### config.mk
export PLATFORM = sky130hd
export DESIGN_NAME = sort_chute_scheduler
export DESIGN_NICKNAME = d
export VERILOG_FILES = /design/src/rtl/sort_chute_scheduler.sv
export SDC_FILE = /design/constraint.sdc
export NUM_CORES = 1
export LEC_CHECK = 0
export CAP_MARGIN = 10
export CORE_MARGIN = 10
export CORE_UTILIZATION = 25
export DETAILED_ROUTE_END_ITERATION = 8
export GPL_TIMING_DRIVEN = 0
export PLACE_DENSITY = 0.53
export SLEW_MARGIN = 30
export SYNTH_ARGS = -nofsm -noshare
export SYNTH_HDL_FRONTEND = slang
export SYNTH_SLANG_ARGS = --single-unit
export TNS_END_PERCENT = 50
### constraint.sdc
create_clock -name clk -period 6.8 [get_ports clk]
set_input_delay 2.04 -clock clk [delete_from_list [all_inputs] [get_ports clk]]
set_output_delay 2.04 -clock clk [all_outputs]
set_load 0.1 [all_outputs]
### src/rtl/sort_chute_scheduler.sv
// Package-scale sequencer: debounces the scale reading, classifies the package into one of
// six weight groups and pulses the matching chute gate, or the reject lane when that bin is full.
module sort_chute_scheduler #(
    parameter int unsigned STABLE_CYC = 4,
    parameter int unsigned GATE_CYC   = 8,
    parameter int unsigned BIN_CAP    = 200
) (
    input  logic        clk,
    input  logic        reset,
    input  logic [11:0] weight,
    input  logic [5:0]  bin_empty,
    output logic [5:0]  gate,
    output logic        divert,
    output logic        sorted,
    output logic [2:0]  grp,
    output logic        busy,
    output logic [5:0]  bin_full,
    output logic [7:0]  reject_cnt
);

    typedef enum logic [1:0] {IDLE, SETTLE, DISPATCH, WAIT_CLEAR} state_t;

    localparam logic [3:0] STAB_LAST = 4'(STABLE_CYC - 1);
    localparam logic [7:0] GATE_LAST = 8'(GATE_CYC);
    localparam logic [7:0] CAP       = 8'(BIN_CAP);

    state_t      state_q, state_d;
    logic [11:0] w_prev_q, w_prev_d;
    logic [3:0]  stab_cnt_q, stab_cnt_d;
    logic [7:0]  gate_cnt_q, gate_cnt_d;
    logic [5:0]  gate_q, gate_d;
    logic        divert_q, divert_d;
    logic        sorted_q, sorted_d;
    logic [2:0]  grp_q, grp_d;
    logic [7:0]  reject_cnt_q, reject_cnt_d;
    logic [7:0]  fill_q [6];
    logic [7:0]  fill_d [6];
    logic [5:0]  fill_inc;
    logic [2:0]  new_grp;
    logic [5:0]  grp_oh;

    function automatic logic [2:0] classify(input logic [11:0] w);
        if (w <= 12'd250)       return 3'd1;
        else if (w <= 12'd500)  return 3'd2;
        else if (w <= 12'd750)  return 3'd3;
        else if (w <= 12'd1500) return 3'd4;
        else if (w <= 12'd2000) return 3'd5;
        else                    return 3'd6;
    endfunction

    always_comb begin
        // NOTE: every signal assigned here gets a default first, so no path can infer a latch.
        state_d      = state_q;
        w_prev_d     = w_prev_q;
        stab_cnt_d   = stab_cnt_q;
        gate_cnt_d   = gate_cnt_q;
        gate_d       = gate_q;
        divert_d     = divert_q;
        sorted_d     = 1'b0;
        grp_d        = grp_q;
        reject_cnt_d = reject_cnt_q;
        fill_inc     = 6'd0;
        new_grp      = classify(weight);
        grp_oh       = 6'b1 << (new_grp - 3'd1);

        case (state_q)
            IDLE: begin
                if (weight != 12'd0) begin
                    state_d    = SETTLE;
                    w_prev_d   = weight;
                    stab_cnt_d = 4'd1;
                end
            end
            SETTLE: begin
                if (weight == 12'd0) begin
                    state_d = IDLE;
                end else if (weight != w_prev_q) begin
                    w_prev_d   = weight;
                    stab_cnt_d = 4'd1;
                end else if (stab_cnt_q == STAB_LAST) begin
                    // Full check sees the fill count as it stands before this package lands.
                    state_d    = DISPATCH;
                    grp_d      = new_grp;
                    sorted_d   = 1'b1;
                    gate_cnt_d = 8'd1;
                    if ((bin_full & grp_oh) != 6'd0) begin
                        divert_d = 1'b1;
                        if (reject_cnt_q != 8'hFF) reject_cnt_d = reject_cnt_q + 8'd1;
                    end else begin
                        gate_d   = grp_oh;
                        fill_inc = grp_oh;
                    end
                end else begin
                    stab_cnt_d = stab_cnt_q + 4'd1;
                end
            end
            DISPATCH: begin
                if (gate_cnt_q == GATE_LAST) begin
                    state_d  = WAIT_CLEAR;
                    gate_d   = 6'd0;
                    divert_d = 1'b0;
                end else begin
                    gate_cnt_d = gate_cnt_q + 8'd1;
                end
            end
            WAIT_CLEAR: begin
                if (weight == 12'd0) state_d = IDLE;
            end
            default: state_d = IDLE;
        endcase
    end

    always_comb begin
        for (int k = 0; k < 6; k++) begin
            if (bin_empty[k])
                fill_d[k] = fill_inc[k] ? 8'd1 : 8'd0;
            else if (fill_inc[k] && fill_q[k] != 8'hFF)
                fill_d[k] = fill_q[k] + 8'd1;
            else
                fill_d[k] = fill_q[k];
            bin_full[k] = (fill_q[k] >= CAP);
        end
    end

    // NOTE: sequential state uses non-blocking assignments only; the fill array is reset with the rest.
    always_ff @(posedge clk or negedge reset) begin
        if (!reset) begin
            state_q      <= IDLE;
            w_prev_q     <= 12'd0;
            stab_cnt_q   <= 4'd0;
            gate_cnt_q   <= 8'd0;
            gate_q       <= 6'd0;
            divert_q     <= 1'b0;
            sorted_q     <= 1'b0;
            grp_q        <= 3'd0;
            reject_cnt_q <= 8'd0;
            for (int k = 0; k < 6; k++) fill_q[k] <= 8'd0;
        end else begin
            state_q      <= state_d;
            w_prev_q     <= w_prev_d;
            stab_cnt_q   <= stab_cnt_d;
            gate_cnt_q   <= gate_cnt_d;
            gate_q       <= gate_d;
            divert_q     <= divert_d;
            sorted_q     <= sorted_d;
            grp_q        <= grp_d;
            reject_cnt_q <= reject_cnt_d;
            for (int k = 0; k < 6; k++) fill_q[k] <= fill_d[k];
        end
    end

    assign gate       = gate_q;
    assign divert     = divert_q;
    assign sorted     = sorted_q;
    assign grp        = grp_q;
    assign reject_cnt = reject_cnt_q;
    assign busy       = (state_q != IDLE);

endmodule

==> reports/results.ini, run 1 <==
[setup_path]
start_kind=primary input
crit_family=simple AND/OR/NAND/NOR gates
cp-end-kind=flop
crit_slowest_cell=clkdlybuf4s50_1
path_class=in -> reg
crit_fanout=9
r2r_start=stab_cnt_q[0]
reg2regPathDepth=8
worst-path-buf-inv=4
cpPeakStageDelay_ps=560
cp.depth=11
crit_path_cell_trace=clkdlybuf4s50_1 > nor4_1 > and3_4 > or2_1 > buf_2 > or3_4 > clkinv_2 > and3_1 > buf_4 > nand4_1 > mux2_1
startpoint=weight[10]
cp.required_ps=7030
worst_ep_arrival_time_ps=4910

[grt]
overflow=0
grt_pass1_wl_um=20900
antenna_found_initial=0
grt_max_degree=55
grt_pass1_vias=3897
grt_usage=0.0921

[clocking]
clk_path_buf_depth=2
cts_hold_buf=0
clk_pin_slew_ps=70
post_cts_buffers=0
clk_latency_ps=350
cts_sinks=93
cts_buffers=9
htree_levels=3
cts_tree=yes
root_buffer=clkbuf_16
cts_resized=0

[synth]
synthTopCellsByArea=dfrtp_1 44%, xor2_1 4.0%, ha_1 3.8%
synth-edff-count=0
syn_nets=571
yosysUniqueCellTypes=78
ys_seq_area_frac=0.438
yosys_warnings=0
synth_top_area_frac=0.438
ys_ff_latch=93
synthFlopType=dfrtp_1
yosysTopAreaCell=dfrtp_1
syn_avg_cell_area_um2=9.93
synth_common_cells=93 x dfrtp_1, 53 x nor2_1, 41 x nand2_1
yosys.cell_count.top_type=dfrtp_1
syn_inst=535
async_reset_ff_frac=1.00
syn_area_um2=5310

[min_path]
hold_path_depth=1
hold_path.class=reg -> reg
hold_start=gate[1]

[routing]
drt_iter0_drc=237
viasPerCell=4.77
post_drt_wl_per_cell_um=14.8
wl_um=12700
drtAntennaViolNets=0
dr.pass1.iters=5
drc=0
vias=4103

[floorplanning]
die_w_um=166
rows=53
pin_count=46
dieArea_um2=27500
die_h_um=166
start_util=0.253
core-area_um2=21000

[timing]
timing_hold_violations_final=0
fin_crit_ps=4680
rsz0062_at_grt=no
setup_violations=0
fin_hold_ws_ps=479
slew_viol_final=0
finalCritPeriodShare=0.688
final.setup_skew_ps=9.73
worstMarginPinSlew_ps=990
slew_headroom=0.338
max_freq_mhz=214

[placement]
dp_hpwl_um=9360
portBuffers=35
dp_cells=846
gp_congestion=0.778

[pwr]
power_uw=1080
p_leak_uw=0.00264
p_per_area_nw_per_um2=172
vdd_drop_max_uv=114

[layout]
num_antenna_cells=0
drive_above_1_share=0.115
nFillCells=2268
register_area_um2=2330
syn_to_final_growth_pct=18.2
layout.nets=618
instances_no_fill=860
multi_input_area_um2=2740

[job]
drv_cap=0

[status]
status=complete, no violations

-- worst reg2reg max path, stage by stage (launching register included) --
cell and delay, ps:
dfrtp_1 390, ha_1 200, or3b_2 510, or3_4 430
clkinv_2 150, nand3_4 150, buf_6 190, nor3_1 240
mux2_1 350
-- routing by layer --
layer	vias up	track usage	share of wire
met5	-	0	0
met4	0	0.0412	0.013
met3	11	0.0213	0.041
met2	68	0.130	0.43
met1	2012	0.129	0.51
li1	2012	-	-
-- stage by stage --
stage / setup slack (ps) / TNS [ps] / instance area [um2] / utilization
global route: 1820 / 0 / 6280 / 0.300
finish: 2120 / 0 / 6280 / 0.300
CTS: 2090 / 0 / 6280 / 0.300
detailed placement: 1720 / 0 / 6030 / 0.288
global placement: -129 / -11550 / 6000 / 0.287
floorplan: 2550 / 0 / 5310 / -
-- logic make-up after synthesis --
group | after synthesis | synth area share
simple gates | 217 | 0.233
flops | 93 | 0.438
buf+inv | 51 | 0.0464
fa+ha+maj | 16 | 0.0377
mux | 21 | 0.0441
compound gates | 104 | 0.146
xor+xnor | 33 | 0.0544
-- state kept, by name, summed over array words and instances (netlist names), 3 cells and up, named ones only --
signal,count
grp,3
w_prev_q,12
fill_q,48
gate_cnt_q,8
reject_cnt,8
gate,6
stab_cnt_q,4
-- cell usage in the layout (no fill, tap or decap), types with 3 or more instances in the layout --
cell type	n
nor4_1	6
xnor2_1	9
nand4_1	15
buf_6	6
and3_1	9
buf_1	5
buf_2	5
nor3_1	11
clkdlybuf4s50_1	33
clkbuf_16	9
a21o_1	6
o41ai_1	3
o311a_1	6
or3_1	4
nand2_1	41
mux2_2	11
dfrtp_1	93
nand2b_1	6
o31ai_1	11
nor2_1	53
xor2_1	24
or4_1	9
mux2_1	8
a211o_1	3
buf_4	3
clkbuf_1	7
a31oi_1	6
o21ai_0	15
a21oi_1	27
a41oi_1	3
ha_1	16
inv_1	29
nor2b_1	14
nor4_2	4
nand3_1	20
-- area by class of cell --
type | count | area share
Timing Repair Buffer | 36 | 0.0596
Inverter | 30 | 0.0181
Sequential cell | 93 | 0.371
Clock inverter | 2 | 0.00199
Buffer | 21 | 0.0211
Clock buffer | 12 | 0.0377
Multi-Input combinational cell | 391 | 0.436
Tap cell | 275 | 0.0548
-- power breakdown --
part	internal, uW	total (uW)	switching (uW)
clock	244	453	209
combinational	22.4	67.2	44.8
sequential	557	559	2.39
total	823	1080	256
-- worst paths after layout --
path | to | slack (ps)
max reg2reg | fill_q[14] | 4080
max | fill_q[20] | 2120
min reg2reg | gate[1] | 480
min | gate[1] | 480
min in group asynchronous | grp[2] | 1600
max in group asynchronous | fill_q[21] | 4590
(Power assumes the default switching activity.)
==> run 2, diff against run 1 <==
--- a/config.mk
+++ b/config.mk
@@ -10,7 +10,7 @@
 export CORE_UTILIZATION = 25
 export DETAILED_ROUTE_END_ITERATION = 8
 export GPL_TIMING_DRIVEN = 0
-export PLACE_DENSITY = 0.53
+export PLACE_DENSITY = 0.54
 export SLEW_MARGIN = 30
 export SYNTH_ARGS = -nofsm -noshare
 export SYNTH_HDL_FRONTEND = slang
==> constraint.sdc (replaced) <==
create_clock -name clk -period 4.1 [get_ports clk]
set_input_delay 1.23 -clock clk [delete_from_list [all_inputs] [get_ports clk]]
set_output_delay 1.23 -clock clk [all_outputs]
set_load 0.1 [all_outputs]
==> reports/results.ini, run 2 (synthesis gave the netlist of run 1 again) <==
[routing]
viasPerCell=4.73  ; -0.84%
drt_iter0_drc=289  ; +22%
drtAntennaViolNets=0  ; unchanged
wl_um=12600  ; -0.92%
drc=0  ; unchanged
vias=4078  ; -0.61%
dr.pass1.iters=4  ; -1
post_drt_wl_per_cell_um=14.6  ; -1.2%

[timing]
final.setup_skew_ps=8.65  ; -1.08 ps
finalSetupTns_ps=0  ; unchanged
fin_hold_ws_ps=479  ; -0.0540 ps
finalCritPeriodShare=0.935
timing_hold_violations_final=0  ; unchanged
fin_crit_ps=3830
slew_headroom=0.340  ; +0.00220
slew_viol_final=0  ; unchanged
setup_violations=0  ; unchanged
max_freq_mhz=261
worstMarginPinSlew_ps=987  ; -3.28 ps
rsz0062_at_grt=no

[layout]
finalCoreUtilization=0.303  ; +0.00370
postLayoutCellArea_um2=6350  ; +1.2%
layout.nets=618  ; unchanged
final_common_cell=dfrtp_1
num_antenna_cells=0  ; unchanged
largest_reg_flops=48  ; unchanged
nFillCells=2243  ; -1.1%
largestRegisters=fill_q (48), w_prev_q (12)
final_cell_mix=93 x dfrtp_1, 53 x nor2_1, 41 x nand2_1
syn_to_final_growth_pct=19.7
regMostFlops=fill_q
drive_above_1_share=0.121  ; +0.00642

[grt]
grt_max_degree=57  ; +3.6%
grt_usage=0.0927  ; +0.000589
overflow=0  ; unchanged
gr-usage-met1=0.129  ; -0.000219
grt_pass1_wl_um=21200  ; +1.5%
use_met2=0.135  ; +0.00487
grt_pass1_vias=3964  ; +1.7%
busiest_layer=met2
grt_util_met3=0.0267  ; +0.00544
antenna_found_initial=0  ; unchanged

[floorplanning]
pin_count=46  ; unchanged
start_util=0.253  ; unchanged
rows=53  ; unchanged
die_w_um=166  ; unchanged
dieArea_um2=27500  ; unchanged
core-area_um2=21000  ; unchanged
die_h_um=166  ; unchanged

[placement]
place_area_um2=6030  ; unchanged
gp_congestion=0.797  ; +2.3%
dp_hpwl_um=9250  ; -1.2%
portBuffers=35  ; unchanged

[pwr]
p_per_area_nw_per_um2=309  ; +80%
power_uw=1970  ; +82%
vdd_drop_max_uv=186  ; +64%
p_leak_uw=0.00268  ; +1.7%

[clocking]
cts_buffers=9  ; unchanged
clk_latency_ps=360  ; about the same
cts_resized=0  ; unchanged
htree_levels=3  ; unchanged
clk_path_buf_depth=2  ; unchanged
post_cts_buffers=0  ; unchanged
cts_hold_buf=0  ; unchanged
clk_pin_slew_ps=60  ; about the same
cts_sinks=93  ; unchanged
root_buffer=clkbuf_16
cts_tree=yes

[min_path]
hold_path.class=reg -> reg

[setup_path]
worst_ep_arrival_time_ps=4070  ; -840 ps
cp.required_ps=4330  ; -2700 ps
cp-end-kind=flop
crit_fanout=10  ; +1
path_class=in -> reg
start_kind=primary input

[status]
status=complete, no violations

[job]
drv_cap=0  ; unchanged

run 2: changes by cell type in the layout (fill, tap and decap cells not counted):
cell	before	now
clkbuf_1	7	5
clkbuf_8	0	2
clkinvlp_4	1	0
clkinv_2	2	3
bufinv_16	0	2
run 2: path summary, 6_finish.rpt:
kind | startpoint | end | slack [ps] | cells past startpoint
min in group asynchronous | reset | w_prev_q[4] | 780 | 1
min | gate[3] | gate[3] | 480 | 1
max | weight[4] | fill_q[14] | 270 | 9
max reg2reg | stab_cnt_q[0] | fill_q[14] | 1360 | 8
min reg2reg | gate[3] | gate[3] | 480 | 1
max in group asynchronous | reset | fill_q[15] | 2720 | 2
run 2: metal layers:
metal	part of all wire	up-vias
met4	0.011	0
met2	0.44	49
met3	0.031	11
met5	0	-
li1	-	2022
met1	0.52	1996
run 2: metrics by stage:
stage / cells / setup slack [ps]
6_report: 862 / 268
5_1_grt: 862 / 102
4_1_cts: 862 / 266
3_5_place_dp: 846 / -107
3_3_place_gp: 845 / -2010
2_1_floorplan: 535 / 663
run 2: layout make-up:
type	count	area, um2	area share
Clock inverter	4	70.1	0.0110
Buffer	21	133	0.0209
Clock buffer	12	256	0.0404
Multi-Input combinational cell	391	2740	0.431
Sequential cell	93	2330	0.366
Timing Repair Buffer	36	374	0.0589
Tap cell	275	344	0.0541
Inverter	30	114	0.0179
run 2: where the power goes:
group          total [uW]  internal, uW  switching, uW
Combinational         111          37.1           73.7
Sequential            928           923           4.09
Clock                 927           566            361
run 2: worst max-delay path: stages:
cell             delay (ps)
clkdlybuf4s50_1         640
nand4_1                 200
o31a_1                  330
buf_6                   150
a221oi_4                530
nand3_4                 200
buf_6                   200
nor3_1                  230
mux2_1                  340
